### src/rtl/mux_pkg.sv
// Shared types and constants for the N-channel scan multiplexer.
package mux_pkg;

    typedef enum logic {
        IDLE = 1'b0,
        SCAN = 1'b1
    } state_t;

    localparam logic MODE_DIRECT = 1'b0;
    localparam logic MODE_SCAN   = 1'b1;

endpackage

### src/rtl/mux_n_scan_if.sv
// Sample-side and output-side bus of the scan multiplexer.
// master = upstream/control + downstream side, slave = the multiplexer.
interface mux_n_scan_if #(
    parameter int WIDTH    = 16,
    parameter int CHANNELS = 4
);
    localparam int SEL_W = $clog2(CHANNELS);

    logic [CHANNELS*WIDTH-1:0] in_data;
    logic [CHANNELS-1:0]       in_valid;
    logic [CHANNELS-1:0]       in_ack;
    logic                      mode;
    logic [SEL_W-1:0]          sel;
    logic                      start;
    logic [WIDTH-1:0]          out_data;
    logic [SEL_W-1:0]          out_chan;
    logic                      out_valid;
    logic                      out_ready;
    logic                      busy;
    logic                      frame_done;

    modport master (
        output in_data, in_valid, mode, sel, start, out_ready,
        input  in_ack, out_data, out_chan, out_valid, busy, frame_done
    );

    modport slave (
        input  in_data, in_valid, mode, sel, start, out_ready,
        output in_ack, out_data, out_chan, out_valid, busy, frame_done
    );

endinterface

### src/rtl/mux_n_comb.sv
// Combinational CHANNELS:1 word selector; an out-of-range index yields zero.
module mux_n_comb #(
    parameter int  WIDTH    = 16,
    parameter int  CHANNELS = 4,
    localparam int SEL_W    = $clog2(CHANNELS)
) (
    input  logic [CHANNELS*WIDTH-1:0] in_data,
    input  logic [SEL_W-1:0]          idx,
    output logic [WIDTH-1:0]          data
);

    // OR together the single word whose channel number matches idx
    always_comb begin
        data = {WIDTH{1'b0}};
        for (int c = 0; c < CHANNELS; c++) begin
            data = data | ((idx == SEL_W'(c)) ? in_data[c*WIDTH +: WIDTH] : {WIDTH{1'b0}});
        end
    end

endmodule

### src/rtl/mux_n_scan.sv
// N-channel registered word multiplexer with valid/ready output stage and
// an in-order channel scan sequencer (one sample from each channel per frame).
module mux_n_scan
    import mux_pkg::*;
#(
    parameter int WIDTH    = 16,
    parameter int CHANNELS = 4
) (
    input  logic        clk,
    input  logic        reset,
    mux_n_scan_if.slave bus
);

    localparam int              SEL_W   = $clog2(CHANNELS);
    localparam logic [SEL_W-1:0] LAST_CH = SEL_W'(CHANNELS - 1);

    state_t               state_r;
    state_t               state_nxt_s;
    logic [SEL_W-1:0]     cnt_r;
    logic [SEL_W-1:0]     cnt_nxt_s;
    logic [SEL_W-1:0]     idx_s;
    logic [WIDTH-1:0]     sel_data_s;
    logic [WIDTH-1:0]     out_data_r;
    logic [SEL_W-1:0]     out_chan_r;
    logic                 out_valid_r;
    logic                 busy_r;
    logic                 frame_done_r;
    logic                 frame_done_nxt_s;
    logic                 free_s;
    logic                 idx_ok_s;
    logic                 idx_valid_s;
    logic                 capture_s;
    logic [CHANNELS-1:0]  ack_s;

    // The scan counter owns the selector while scanning; otherwise sel does
    assign idx_s    = (state_r == SCAN) ? cnt_r : bus.sel;
    assign free_s   = !out_valid_r || bus.out_ready;
    assign idx_ok_s = ({1'b0, idx_s} < (SEL_W + 1)'(CHANNELS));

    mux_n_comb #(
        .WIDTH    (WIDTH),
        .CHANNELS (CHANNELS)
    ) u_sel (
        .in_data (bus.in_data),
        .idx     (idx_s),
        .data    (sel_data_s)
    );

    // Look up the valid bit of the selected channel, guarding out-of-range indices
    always_comb begin
        idx_valid_s = 1'b0;
        if (idx_ok_s) begin
            idx_valid_s = bus.in_valid[idx_s];
        end else begin
            idx_valid_s = 1'b0;
        end
    end

    // Next-state, counter and capture decision
    always_comb begin
        state_nxt_s      = state_r;
        cnt_nxt_s        = cnt_r;
        capture_s        = 1'b0;
        frame_done_nxt_s = 1'b0;
        case (state_r)
            IDLE: begin
                case (bus.mode)
                    MODE_DIRECT: begin
                        capture_s = idx_ok_s && idx_valid_s && free_s;
                    end
                    MODE_SCAN: begin
                        if (bus.start) begin
                            state_nxt_s = SCAN;
                            cnt_nxt_s   = {SEL_W{1'b0}};
                        end else begin
                            state_nxt_s = IDLE;
                        end
                    end
                    default: begin
                        capture_s = 1'b0;
                    end
                endcase
            end
            SCAN: begin
                // An invalid channel stalls here rather than being skipped
                if (idx_valid_s && free_s) begin
                    capture_s = 1'b1;
                    if (cnt_r == LAST_CH) begin
                        state_nxt_s      = IDLE;
                        cnt_nxt_s        = {SEL_W{1'b0}};
                        frame_done_nxt_s = 1'b1;
                    end else begin
                        cnt_nxt_s = cnt_r + SEL_W'(1);
                    end
                end else begin
                    capture_s = 1'b0;
                end
            end
            default: begin
                state_nxt_s = IDLE;
                cnt_nxt_s   = {SEL_W{1'b0}};
            end
        endcase
    end

    // One-hot consume pulse toward the channel being captured, silenced in reset
    always_comb begin
        ack_s = {CHANNELS{1'b0}};
        if (capture_s && !reset) begin
            ack_s = {{(CHANNELS-1){1'b0}}, 1'b1} << idx_s;
        end else begin
            ack_s = {CHANNELS{1'b0}};
        end
    end

    // FSM state, scan counter and registered status flags
    always_ff @(posedge clk) begin
        if (reset) begin
            state_r      <= IDLE;
            cnt_r        <= {SEL_W{1'b0}};
            busy_r       <= 1'b0;
            frame_done_r <= 1'b0;
        end else begin
            state_r      <= state_nxt_s;
            cnt_r        <= cnt_nxt_s;
            busy_r       <= (state_nxt_s == SCAN);
            frame_done_r <= frame_done_nxt_s;
        end
    end

    // Output slot: load on capture, empty when free and idle, hold when stalled
    always_ff @(posedge clk) begin
        if (reset) begin
            out_data_r  <= {WIDTH{1'b0}};
            out_chan_r  <= {SEL_W{1'b0}};
            out_valid_r <= 1'b0;
        end else if (free_s) begin
            if (capture_s) begin
                out_data_r  <= sel_data_s;
                out_chan_r  <= idx_s;
                out_valid_r <= 1'b1;
            end else begin
                out_valid_r <= 1'b0;
            end
        end else begin
            out_valid_r <= out_valid_r;
        end
    end

    assign bus.in_ack     = ack_s;
    assign bus.out_data   = out_data_r;
    assign bus.out_chan   = out_chan_r;
    assign bus.out_valid  = out_valid_r;
    assign bus.busy       = busy_r;
    assign bus.frame_done = frame_done_r;

endmodule

### src/flat_wrapper.sv
// flat-port wrapper written by rule: the top's interface ports become plain ports
module mux_n_scan_flat import mux_pkg::*;
#(
    parameter int WIDTH    = 16,
    parameter int CHANNELS = 4
)
  (clk, reset, bus_in_data, bus_in_valid, bus_mode, bus_sel, bus_start, bus_out_ready, bus_in_ack, bus_out_data, bus_out_chan, bus_out_valid, bus_busy, bus_frame_done);
  mux_n_scan_if #(.WIDTH(WIDTH), .CHANNELS(CHANNELS)) bus_i ();
  input  logic clk;
  input  logic reset;
  input wire logic [$bits(bus_i.in_data)-1:0] bus_in_data;
  input wire logic [$bits(bus_i.in_valid)-1:0] bus_in_valid;
  input wire logic [$bits(bus_i.mode)-1:0] bus_mode;
  input wire logic [$bits(bus_i.sel)-1:0] bus_sel;
  input wire logic [$bits(bus_i.start)-1:0] bus_start;
  input wire logic [$bits(bus_i.out_ready)-1:0] bus_out_ready;
  output wire logic [$bits(bus_i.in_ack)-1:0] bus_in_ack;
  output wire logic [$bits(bus_i.out_data)-1:0] bus_out_data;
  output wire logic [$bits(bus_i.out_chan)-1:0] bus_out_chan;
  output wire logic [$bits(bus_i.out_valid)-1:0] bus_out_valid;
  output wire logic [$bits(bus_i.busy)-1:0] bus_busy;
  output wire logic [$bits(bus_i.frame_done)-1:0] bus_frame_done;
  assign bus_i.in_data = bus_in_data;
  assign bus_i.in_valid = bus_in_valid;
  assign bus_i.mode = bus_mode;
  assign bus_i.sel = bus_sel;
  assign bus_i.start = bus_start;
  assign bus_i.out_ready = bus_out_ready;
  assign bus_in_ack = bus_i.in_ack;
  assign bus_out_data = bus_i.out_data;
  assign bus_out_chan = bus_i.out_chan;
  assign bus_out_valid = bus_i.out_valid;
  assign bus_busy = bus_i.busy;
  assign bus_frame_done = bus_i.frame_done;
  mux_n_scan #(.WIDTH(WIDTH), .CHANNELS(CHANNELS)) u_core (.clk(clk), .reset(reset), .bus(bus_i));
endmodule
### config.mk
export PLATFORM = sky130hd
export DESIGN_NAME = mux_n_scan_flat
export DESIGN_NICKNAME = d
export VERILOG_FILES = /design/src/rtl/mux_pkg.sv /design/src/rtl/mux_n_scan_if.sv /design/src/rtl/mux_n_comb.sv /design/src/rtl/mux_n_scan.sv /design/src/flat_wrapper.sv
export SDC_FILE = /design/constraint.sdc
export NUM_CORES = 1
export LEC_CHECK = 0
export CAP_MARGIN = 20
export CELL_PAD_IN_SITES_DETAIL_PLACEMENT = 0
export CELL_PAD_IN_SITES_GLOBAL_PLACEMENT = 1
export CORE_ASPECT_RATIO = 1.25
export CORE_MARGIN = 5
export CORE_UTILIZATION = 26
export CTS_BUF_LIST = sky130_fd_sc_hd__clkbuf_8
export DETAILED_ROUTE_END_ITERATION = 6
export GPL_TIMING_DRIVEN = 0
export PLACE_DENSITY = 0.92
export SLEW_MARGIN = 10
export SYNTH_ARGS = -nofsm -noshare
export SYNTH_HDL_FRONTEND = slang
export SYNTH_SLANG_ARGS = --single-unit
### constraint.sdc
create_clock -name clk -period 4.25 [get_ports clk]
set_input_delay 0.425 -clock clk [delete_from_list [all_inputs] [get_ports clk]]
set_output_delay 0.425 -clock clk [all_outputs]
set_load 0.02 [all_outputs]
==> impl_metrics.py <==
metrics = {
    "yosys": {
        "syn_inst": 245,
        "syn_avg_cell_area_sq_um": 6.41,
        "synth_top_cells_by_area": "dfxtp_1 (29%), nand2_1 (21%), nand3_1 (11%), nor2b_1 (6.4%), o21ai_0 (6.4%)",
        "synthArstFlopShare_pct": 0,
        "ys_seq_area_share_pct": 29.3,
        "synth_area_sq_um": 1570,
        "synth.distinct_cells": 24,
        "yosys_warnings": 0,
        "synthFlopType": "dfxtp_1",
        "synth_enable_flop_cells": 0,
        "yosysTopAreaCell": "dfxtp_1",
        "synth_top_area_share_pct": 29.3,
        "ys_seq_elements": 23,
        "synth_common_cells": "nand2_1 (87), nand3_1 (36), dfxtp_1 (23), o21ai_0 (20), nor2b_1 (16)",
        "synth_most_common_cell": "nand2_1",
        "syn-num-nets": 321,
    },
    "critical_path": {
        "arrival_ns": 2.70,
        "crit_fanout": 10,
        "max_stage_delay_ns": 0.64,
        "path_cells": "clkdlybuf4s50_1 -> mux2i_4 -> nand3_1 -> nand4_1 -> buf_2 -> nand2_1 -> nor3_1 -> clkdlybuf4s50_1",
        "worst-setup-path-type": "in -> out",
        "cp_slowest_cell": "clkdlybuf4s50_1",
        "critPathCaptureType": "output port",
        "required_ns": 3.83,
        "crit_path_start_kind": "primary input",
        "ff2ff_setup_slack_ns": 2.21,
        "crit_top_cell": "clkdlybuf4s50_1",
    },
    "timing": {
        "hold_viol_final": 0,
        "timing.final.crit_share_pct": 73.5,
        "setup_tns_ns": 0,
        "setup_violations": 0,
        "relSlewSlack_pct": 69.6,
        "clock.fmax_mhz": 320,
        "finalMaxSlewViolations": 0,
        "clock_skew_ns": 0.00180,
        "worst_pin_slew_ns": 0.456,
        "finalCriticalPeriod_ns": 3.13,
        "rsz0062_at_grt": "no",
    },
    "floorplanning": {
        "die_width_um": 79.5,
        "start_util_pct": 26.8,
        "dieArea_sq_um": 7710,
        "die-height_um": 96.9,
        "num_rows": 31,
        "coreArea_sq_um": 5860,
        "io_pins": 100,
    },
    "detailed_routing": {
        "vias": 1964,
        "antenna_left": 0,
        "drc": 0,
        "wl_per_cell_um": 12.7,
        "first_iter_violations": 65,
        "drt_first_pass_iters": 4,
        "routed_wl_um": 5470,
        "viasPerCell": 4.57,
    },
    "clocking": {
        "cts_buffers": 3,
        "cts_hold_buf": 0,
        "cts_tree": "yes",
        "post_cts_resized": 0,
        "cts_root_buf": "clkbuf_8",
        "clock_latency_ns": 0.26,
        "cts_setup_buffers": 0,
        "clock_sinks": 23,
        "clkTransAtPathRegs_ns": 0.08,
        "h-tree-depth": 1,
        "clk_path_buf_depth": 2,
    },
    "power": {
        "total_power_uw": 648,
        "max-vdd-ir-drop_mv": 0.114,
        "power.density_nw_per_um2": 239,
        "p_leak_uw": 0.00109,
    },
    "global_route": {
        "grt-ovfl-total": 0,
        "grt_use_total_pct": 13.9,
        "grt_pass1_vias": 2004,
        "grt_max_degree": 13,
        "grt_pass1_wl_um": 8960,
        "antenna_found_initial": 0,
    },
    "worst_hold_path": {
        "hold_path.class": "reg -> reg",
    },
    "placement": {
        "hpwl_um": 4580,
        "place_area_sq_um": 2670,
        "place_congestion": 0.782,
        "numPortBuffers": 99,
    },
    "cells_and_area": {
        "num_antenna_cells": 0,
        "area_growth_pct": 72.5,
        "layout-drive-gt1-share_pct": 3.74,
        "fin_area_sq_um": 2710,
        "layout.nets": 425,
    },
    "run_status": {
        "status": "finished clean",
    },
    "flow_run": {
        "maxCapViolations": 0,
    },
}
[final timing paths]
check	start	endpoint	cells after the start
worst min-delay path	u_core.bus.out_chan[0]$_SDFFE_PP0P_	u_core.bus.out_chan[0]$_SDFFE_PP0P_	2
worst max register to register	u_core.state_r$_SDFF_PP0_	u_core.bus.out_data[10]$_SDFFE_PP0P_	7
worst max-delay path	bus_sel[0]	bus_in_ack[1]	8
worst min register to register	u_core.bus.out_chan[0]$_SDFFE_PP0P_	u_core.bus.out_chan[0]$_SDFFE_PP0P_	2
[through the flow]
step	utilization, %	hold WS, ns	cells	setup WS (ns)
2_1_floorplan	-	0.461	245	1.92
3_3_place_gp	45.5	0.471	426	1.14
3_5_place_dp	45.5	0.477	426	1.14
4_1_cts	46.3	0.489	430	1.12
5_1_grt	46.3	0.527	430	0.923
6_report	46.3	0.486	430	1.12
[power by group]
part	internal (uW)	leakage [uW]	switching, uW
registers	233	0.000188	8.48
logic	141	0.000875	133
clock network	64.4	0.0000269	67.1
[layer usage]
metal | vias up | GRT usage [%] | routed length, um
li1 | 1037 | - | -
met1 | 846 | 16.8 | 2330
met2 | 69 | 23.4 | 2560
met3 | 12 | 4.37 | 477
met4 | 0 | 3.84 | 102
met5 | - | 0 | 0
[area by class of cell]
| type | count | area, sq um |
|---|---|---|
| Clock buffer | 3 | 41.3 |
| Clock inverter | 1 | 3.75 |
| Multi-Input combinational cell | 202 | 1010 |
| Sequential cell | 23 | 460 |
| Tap cell | 82 | 103 |
| Fill cell | 625 | 3150 |
| Buffer | 20 | 97.6 |
| Timing Repair Buffer | 99 | 991 |
[sequential cells by signal, summed over array words and instances, names as in the netlist]
signal                 count
u_core.bus.out_chan        2
u_core.bus.out_data       16
u_core.state_r             1
u_core.bus.out_valid       1
u_core.bus.frame_done      1
u_core.cnt_r               2
[worst max-delay path: cells and delay by family]
| kind | cells | cell delay [ns] |
|---|---|---|
| buffers and inverters | 3 | 1.32 |
| AND/OR/NAND/NOR | 4 | 0.61 |
| multiplexers | 1 | 0.33 |
[placed cells by master, fill, tap and decap left out, drive strengths merged]
master,count
nor2b,16
or3,2
and4,1
nor3,5
and3,1
nor2,1
nand3,36
nand4b,2
ha,1
mux2,2
o21ai,20
a21oi,6
clkbuf,15
buf,8
nand2,87
nand4,15
inv,1
mux2i,4
clkdlybuf4s50,99
dfxtp,23
nand2b,3
[logic make-up (layout without fill, tap and decap cells)]
kind of cell / count (synthesis) / in the layout / synth area share, %
AOI/OAI and AO/OA: 26 / 26 / 8.28
muxes: 6 / 6 / 4.78
adders and majority gates: 1 / 1 / 0.796
and+or+nand+nor: 169 / 169 / 50.6
buffers and inverters: 20 / 123 / 6.21
DFF: 23 / 23 / 29.3
(Power assumes the default switching activity.)
